===== src/rtl/irq_mc_pkg.sv =====
// Shared definitions for the multi-channel interrupt controller: register map,
// FSM encoding and control-bit positions.
package irq_mc_pkg;

    localparam logic [2:0] REG_STATUS = 3'd0;
    localparam logic [2:0] REG_MASK   = 3'd1;
    localparam logic [2:0] REG_MODE   = 3'd2;
    localparam logic [2:0] REG_PEND   = 3'd3;
    localparam logic [2:0] REG_CTRL   = 3'd4;
    localparam logic [2:0] REG_VBASE  = 3'd5;
    localparam logic [2:0] REG_EOI    = 3'd6;
    localparam logic [2:0] REG_CUR    = 3'd7;

    localparam int CTRL_EN = 0;

    typedef enum logic [1:0] {
        IDLE = 2'd0,
        REQ  = 2'd1,
        SERV = 2'd2
    } irq_state_e;

endpackage


===== src/rtl/irq_prio_enc.sv =====
// Lowest-index-wins priority encoder: reports whether any request is set and
// the index of the lowest set bit.
module irq_prio_enc #(
    parameter int N = 8
) (
    input  logic [N-1:0] req_i,
    output logic         valid_o,
    output logic [4:0]   id_o
);

    // Scanning downwards lets the lowest set index overwrite any higher one.
    always_comb begin
        valid_o = |req_i;
        id_o    = '0;
        for (int i = N - 1; i >= 0; i--) begin
            if (req_i[i]) begin
                id_o = 5'(i);
            end
        end
    end

endmodule


===== src/rtl/irq_controller_mc.sv =====
// Multi-channel interrupt controller: synchronises sources, tracks pending state,
// arbitrates by lowest index and runs the request/service handshake with the core.
module irq_controller_mc
    import irq_mc_pkg::*;
#(
    parameter int          NUM_IRQ     = 8,
    parameter int          SYNC_STAGES = 2,
    parameter logic [31:0] VEC_RESET   = 32'h0000_0010,
    parameter int          VEC_STRIDE  = 4
) (
    input  logic               clk_i,
    input  logic               rst_ni,
    input  logic               stall_i,
    input  logic [NUM_IRQ-1:0] irq_src_i,
    input  logic               reg_sel_i,
    input  logic [2:0]         reg_addr_i,
    input  logic               reg_we_i,
    input  logic [31:0]        reg_wdata_i,
    output logic [31:0]        reg_rdata_o,
    output logic               irq_cpu_o,
    output logic [31:0]        irq_vector_o,
    input  logic               irq_ack_cpu_i,
    output logic [4:0]         irq_id_o
);

    localparam int STRIDE_SHIFT = $clog2(VEC_STRIDE);

    logic [NUM_IRQ-1:0] sync_q [SYNC_STAGES];
    logic [NUM_IRQ-1:0] syncPrev_q;
    logic [NUM_IRQ-1:0] synced;
    logic [NUM_IRQ-1:0] rise;

    logic [NUM_IRQ-1:0] mask_q;
    logic [NUM_IRQ-1:0] mode_q;
    logic [NUM_IRQ-1:0] pend_q;
    logic [NUM_IRQ-1:0] pend_d;
    logic               en_q;
    logic [31:0]        vbase_q;

    irq_state_e         state_q;
    irq_state_e         state_d;
    logic [4:0]         id_q;
    logic [31:0]        vector_q;
    logic               inService;

    logic               wrEn;
    logic               wrMask;
    logic               wrMode;
    logic               wrPend;
    logic               wrCtrl;
    logic               wrVbase;
    logic               eoiWr;
    logic [NUM_IRQ-1:0] wdataIrq;

    logic [NUM_IRQ-1:0] eligible;
    logic [31:0]        eligible32;
    logic               latchedEligible;
    logic               winValid;
    logic [4:0]         winId;
    logic [NUM_IRQ-1:0] idOneHot;
    logic [NUM_IRQ-1:0] ackClr;
    logic [NUM_IRQ-1:0] w1c;
    logic [31:0]        vecCalc;

    assign wrEn     = reg_sel_i & reg_we_i & ~stall_i;
    assign wrMask   = wrEn && (reg_addr_i == REG_MASK);
    assign wrMode   = wrEn && (reg_addr_i == REG_MODE);
    assign wrPend   = wrEn && (reg_addr_i == REG_PEND);
    assign wrCtrl   = wrEn && (reg_addr_i == REG_CTRL);
    assign wrVbase  = wrEn && (reg_addr_i == REG_VBASE);
    assign eoiWr    = wrEn && (reg_addr_i == REG_EOI);
    assign wdataIrq = reg_wdata_i[NUM_IRQ-1:0];

    always_ff @(posedge clk_i) begin
        if (!rst_ni) begin
            for (int s = 0; s < SYNC_STAGES; s++) begin
                sync_q[s] <= '0;
            end
            syncPrev_q <= '0;
        end else begin
            sync_q[0] <= irq_src_i;
            for (int s = 1; s < SYNC_STAGES; s++) begin
                sync_q[s] <= sync_q[s-1];
            end
            syncPrev_q <= synced;
        end
    end

    assign synced = sync_q[SYNC_STAGES-1];
    assign rise   = synced & ~syncPrev_q;

    assign idOneHot = NUM_IRQ'(32'd1 << id_q);
    assign ackClr   = (state_q == REQ && irq_ack_cpu_i && !stall_i) ? idOneHot : '0;
    assign w1c      = wrPend ? wdataIrq : '0;

    // A fresh edge wins over a W1C or ack clear landing in the same cycle.
    assign pend_d = (mode_q & ((pend_q & ~w1c & ~ackClr) | rise)) | (~mode_q & synced);

    always_ff @(posedge clk_i) begin
        if (!rst_ni) begin
            mask_q  <= '0;
            mode_q  <= '0;
            pend_q  <= '0;
            en_q    <= 1'b0;
            vbase_q <= VEC_RESET;
        end else begin
            pend_q <= pend_d;
            if (wrMask) begin
                mask_q <= wdataIrq;
            end
            if (wrMode) begin
                mode_q <= wdataIrq;
            end
            if (wrCtrl) begin
                en_q <= reg_wdata_i[CTRL_EN];
            end
            if (wrVbase) begin
                vbase_q <= reg_wdata_i;
            end
        end
    end

    assign eligible        = pend_q & mask_q & {NUM_IRQ{en_q}};
    assign eligible32      = 32'(eligible);
    assign latchedEligible = eligible32[id_q];

    irq_prio_enc #(
        .N(NUM_IRQ)
    ) u_prio_enc (
        .req_i  (eligible),
        .valid_o(winValid),
        .id_o   (winId)
    );

    assign vecCalc = vbase_q + (32'(winId) << STRIDE_SHIFT);

    always_ff @(posedge clk_i) begin
        if (!rst_ni) begin
            state_q <= IDLE;
        end else begin
            state_q <= state_d;
        end
    end

    always_comb begin
        state_d = state_q;
        if (!stall_i) begin
            unique case (state_q)
                IDLE: if (winValid) state_d = REQ;
                REQ: begin
                    if (irq_ack_cpu_i) begin
                        state_d = SERV;
                    end else if (!latchedEligible) begin
                        state_d = IDLE;
                    end
                end
                SERV: if (eoiWr) state_d = IDLE;
                default: state_d = IDLE;
            endcase
        end
    end

    always_comb begin
        irq_cpu_o = (state_q == REQ);
        inService = (state_q == SERV);
    end

    // Id and vector are frozen at the IDLE->REQ edge so a later winner cannot preempt.
    always_ff @(posedge clk_i) begin
        if (!rst_ni) begin
            id_q     <= '0;
            vector_q <= VEC_RESET;
        end else if (state_q == IDLE && state_d == REQ) begin
            id_q     <= winId;
            vector_q <= vecCalc;
        end
    end

    assign irq_id_o     = id_q;
    assign irq_vector_o = vector_q;

    always_comb begin
        reg_rdata_o = '0;
        case (reg_addr_i)
            REG_STATUS: reg_rdata_o = 32'(synced);
            REG_MASK:   reg_rdata_o = 32'(mask_q);
            REG_MODE:   reg_rdata_o = 32'(mode_q);
            REG_PEND:   reg_rdata_o = 32'(pend_q);
            REG_CTRL:   reg_rdata_o[CTRL_EN] = en_q;
            REG_VBASE:  reg_rdata_o = vbase_q;
            REG_CUR:    reg_rdata_o = {inService, 26'b0, id_q};
            default:    reg_rdata_o = '0;
        endcase
    end

endmodule


===== config.mk =====
export PLATFORM = sky130hd
export DESIGN_NAME = irq_controller_mc
export DESIGN_NICKNAME = d
export VERILOG_FILES = /design/src/rtl/irq_mc_pkg.sv /design/src/rtl/irq_prio_enc.sv /design/src/rtl/irq_controller_mc.sv
export SDC_FILE = /design/constraint.sdc
export NUM_CORES = 1
export LEC_CHECK = 0
export BUFFER_PORTS_ARGS = -buffer_cell sky130_fd_sc_hd__buf_2
export CAP_MARGIN = 20
export CORE_AREA = 2 2 104 106
export CTS_CLUSTER_SIZE = 30
export DETAILED_ROUTE_END_ITERATION = 7
export DIE_AREA = 0 0 106 108
export PLACE_DENSITY_LB_ADDON = 0.1
export SLEW_MARGIN = 30
export SYNTH_ARGS = -nofsm -noshare
export SYNTH_HDL_FRONTEND = slang
export SYNTH_HIERARCHICAL = 1
export SYNTH_SLANG_ARGS = --single-unit

===== constraint.sdc =====
create_clock -name clk_i -period 7.4 [get_ports clk_i]
set_input_delay 2.22 -clock clk_i [delete_from_list [all_inputs] [get_ports clk_i]]
set_output_delay 2.22 -clock clk_i [all_outputs]
set_load 0.005 [all_outputs]

# Word level (Yosys, flattened, before mapping)
# Memories as Yosys holds them, arrays and structs flattened.
# Index checks and enable logic that the tools add are counted.
# W data, S select, Z words.
[op_classes]
n_reduce_logical = 13
bitwise = 18
mux = 24
n_eq_ne = 10
magnitude_cmp = 1
add_sub_neg = 1
n_shift = 1
[op_table]
columns = ["cell", "count"]
rows = [
  ["$pmux W31 S6", 1],
  ["$and A8 B8 Y8", 7],
  ["$add A32 B7 Y32", 1],
  ["$mux W8", 4],
  ["$not A8 Y8", 4],
  ["$mux W3", 8],
  ["$or A8 B8 Y8", 2],
  ["$eq A3 B3 Y1 const B", 4],
  ["$mux W2", 5],
  ["$logic_and A1 B1 Y1", 9],
  ["$reduce_or A8 Y1", 1],
  ["$shl A1 B5 Y8 const A", 1],
  ["$pmux W1 S7", 1],
  ["$eq A3 B2 Y1 const B", 2],
  ["$lt A5 B6 Y1 const B", 1],
  ["$pmux W2 S3", 1],
  ["$bmux W1 S5", 1],
  ["$eq A2 B1 Y1 const B", 2],
  ["$eq A3 B1 Y1 const B", 1],
  ["$logic_not A3 Y1", 1],
  ["$mux W1", 3],
  ["$and A1 B1 Y1", 2],
  ["$eq A2 B2 Y1 const B", 1],
  ["$logic_not A2 Y1", 1],
  ["3 further kinds", 4],
]
[totals]
in_bits = 49
ramBits = 16
register_bits = 104
output_inout_bits = 70
elab_cells = 78
memories = 1
[memory_table]
columns = ["memory", "words", "word_bits", "rd", "rd_ports_with_merged_regs", "wr", "line", "source"]
rows = [
  ["sync_q", 2, 8, 2, 0, 2, "irq_controller_mc.sv:28", "logic [NUM_IRQ-1:0] sync_q [SYNC_STAGES];"],
]

# Logic depth before layout (Yosys ltp)
[depth]
word_depth = 11
depth_mapped = 14
mapped_depth_nobuf = 12

# Cells and area by module
# Netlist, hierarchy kept.
[by_module_without_submodules]
columns = ["module", "seq_area_each_um2", "cells_each", "area_per_inst_um2", "n_inst"]
rows = [
  ["irq_controller_mc", 2402.3, 680, 5903.2, 1],
  ["irq_prio_enc", 0.0, 16, 100.1, 1],
]

# Worst setup path before layout
# Ideal clock, no wire load.
[synth_timing]
path_type = "input-to-output"
from = "input port reg_addr_i[2]"
to = "output port reg_rdata_o[2]"
cell_stages = 5
required_ns = 5.180
slack_ns = 1.779
t_arrival_ns = 3.401
path_cell_list = "clkbuf_1 buf_1 mux2_2 a221oi_1 nor2_1"
[synth_between]
elab_chain_cells = 2
elab_cells_between_ends = 7
[synth_rtl]
columns = ["element", "line", "source"]
rows = [
  ["start, declared", "irq_controller_mc.sv:16", "input logic [2:0] reg_addr_i,"],
  ["$eq A3 B3 Y1 (tied with other cells)", "irq_controller_mc.sv:184", "case (reg_addr_i)"],
  ["$pmux W31 S6 (*)", "irq_controller_mc.sv:184", ""],
  ["end, declared", "irq_controller_mc.sv:19", "output logic [31:0] reg_rdata_o,"],
]
# Every way passes the cells marked *; elsewhere a longest branch is shown, timed or not.

# Worst setup path in the final report
[layout_timing]
from = "input port reg_addr_i[2]"
to = "output port reg_rdata_o[6]"
# Same word-level chain as after synthesis.

==> summary.md <==
| Metric | Value |
|---|---|
| Synth Flop Type | dfxtp_1 |
| Setup violators final | 0 |
| Mapped Avg Cell Area | 8.63 µm² |
| Final min period | 5980 ps |
| Post-DP HPWL | 11,700 µm |
| Leak | 3.05 nW |
| Die Wd | 106 µm |
| Syn-to-layout area delta | 19.5% |
| Placed Area | 6570 µm² |
| Overall routed net length | 17,200 µm |
| Sequential element share of the synthesized area | 0.400 |
| CTS root buffer | clkbuf_8 |
| Worst Tran Pin Value | 857 ps |
| Dpl ws | 1510 ps |
| Placed insts | 901 |
| DR iter-0 viols | 475 |
| Post-Syn Area | 6000 µm² |
| Max Root-Sink Buffers | 2 |
| Slew HR | 0.426 |
| PostCTS Resize Cnt | 0 |
| Worst-path maximum fanout | 42 |
| Port bufs | 118 |
| Clock Pin Slew Worst Setup and Hold Paths | 60 ps |
| Crit path top cell by count | buf_2 |
| # diodes | 0 |
| FFs w/ async S/R, synth | 0 |
| # rows | 37 |
| Synth unique cells | 61 |
| Final #Nets | 839 |
| Clk sinks | 120 |
| Period utilization | 0.808 |
| Outcome | completed |
| Post-CTS Setup Bufs | 0 |
| Final core occ | 0.701 |
| Design Area, Final | 7170 µm² |
| Cts hold-fix bufs | 0 |
| Wire per inst | 18.4 µm |
| Die Y-Extent | 108 µm |
| Startpoint Class | input pin |
| Hold crit path type | flop to flop |
| Critical path endpoint category | output pin |
| CTS H-tree lvls | 4 |
| Final count of pins violating max slew | 0 |
| Total negative slack | 0 ps |
| DRT antenna net count | 0 |
| RSZ-0062 raised after global routing | false |
| Max Cap Viol | 0 |
| Largest net degree at the start of global routing | 60 |
| Post-Synthesis Cells | 696 |
| Crit Path Class | input pin to output pin |
| Skew final | 5.91 ps |
| Via density | 6.12 |
| Pre-Repair DR Iteration Count | 5 |
| Global route overflow | 0 |
| Max frequency | 0.167 GHz |
| Effective utilization at floorplan | 0.587 |
| Final Power | 1.56 mW |
| Non-Filler Instances | 933 |
| Vias in the first global route | 5,265 |
| Worst-Skew Late Latency | 530 ps |
| CP required | 5180 ps |
| Antenna violations before repair | 0 |
| CP max stage delay | 600 ps |
| Post-synth EDFFs | 0 |
| CTS tree | done |
| Crit-path cells | buf_2 -> nor2_1 -> a22oi_1 -> o22ai_1 -> buf_2 |
| Slowest-stage cell, CP | nor2_1 |
| Share of cells above drive strength 1 | 0.236 |
| I/O pins | 119 |
| WP data arrival | 3760 ps |
| Cts bufs inserted | 17 |
| Peak VDD IR | 149 µV |
| DR vias | 5,714 |
| First-pass GRT wire length | 26,900 µm |
| GRT Util Overall | 0.302 |
| Fin. Hold Viols | 0 |
| Total Die Area | 11,400 µm² |
| Pwr/cell area | 218 nW/µm² |
| GPL Wtd Cong | 0.958 |
| Fin Hold WS | 425 ps |
| Core area | 10,200 µm² |
| Yosys warnings | 6 |
| DRC viols | 0 |
| Setup WS post-layout | 1420 ps |
| Synth Register Bits | 120 |
==> sequential cells by signal, indices dropped and copies added (netlist names) <==
signal        flops
syncPrev_q        8
en_q              1
irq_vector_o     32
pend_q            8
irq_id_o          5
state_q           2
sync_q           16
vbase_q          32
mode_q            8
mask_q            8
==> where the power goes <==
part	switching [mW]	internal, mW	leakage (nW)
combinational	0.0450	0.0247	1.79
sequential	0.00609	0.655	0.972
clock	0.307	0.523	0.284
total	0.358	1.20	3.05
==> final timing paths <==
check	startpoint	endpoint	slack (ps)	depth (start not counted)
worst min register to register	sync_q[0][1]	sync_q[0][9]	430	1
worst max register to register	en_q	irq_vector_o[20]	3850	11
worst max-delay path	reg_addr_i[2]	reg_rdata_o[6]	1420	5
worst min-delay path	sync_q[0][1]	sync_q[0][9]	430	1
==> cells in the mapped netlist (10+ instances only) <==
master / instances / share of area
and3_1: 40 / 0.042
a221oi_1: 10 / 0.015
mux2i_1: 23 / 0.038
nand4_1: 11 / 0.011
a211oi_1: 18 / 0.023
dfxtp_1: 120 / 0.40
xor2_1: 23 / 0.034
a21oi_1: 48 / 0.040
nand2_1: 110 / 0.069
o21ai_0: 15 / 0.013
clkbuf_1: 39 / 0.024
nor2_1: 25 / 0.016
and2_1: 28 / 0.029
nand3_1: 28 / 0.023
a31oi_1: 25 / 0.026
==> cell usage in the layout, fill, tap and decap left out, types with 6 or more instances in the layout <==
master     Yosys  final
nand4_1       11     11
xor2_1        23     23
a31oi_1       25     25
buf_2          4    118
mux2_2         9      9
and2_1        28     27
a211oi_2       8      8
mux2i_1       23     23
a21o_1         8      8
a221oi_1      10     10
o211ai_1       6      6
a211oi_1      18     18
and3_1        40     40
nand3_1       28     28
dfxtp_1      120    120
a21oi_1       48     48
buf_4          5      6
clkbuf_16      0     16
nor2_1        25     24
o21ai_0       15     15
nand2_1      110    109
inv_1          8      7
==> area by class of cell <==
| cell class | count | area, µm² |
|---|---|---|
| fill | 837 | 3060 |
| inverter | 8 | 30.0 |
| clock buffer | 18 | 428 |
| clock inverter | 14 | 174 |
| tap | 136 | 170 |
| multi-input combinational | 513 | 3330 |
| timing repair buffer | 124 | 636 |
| sequential | 120 | 2400 |
==> critical path: cells and delay by family <==
kind / cells / cell delay, ps
simple gates: 1 / 600
compound gates: 2 / 430
buf+inv: 2 / 510
==> layer usage <==
layer  track usage  routed length [µm]  up-vias
met4         0.117                 488        0
li1              -                   -     2698
met3        0.0693                1530       44
met2         0.470                7880      291
met5             0                   0        -
met1         0.410                7250     2681
==> logic make-up after synthesis <==
group           share of synthesized area
fa+ha+maj                          0.0138
buf+inv                            0.0490
compound gates                      0.196
mux                                0.0627
other cells                      0.000625
simple gates                        0.243
xor+xnor                           0.0350
flops                               0.400
(Power assumes the default switching activity.)
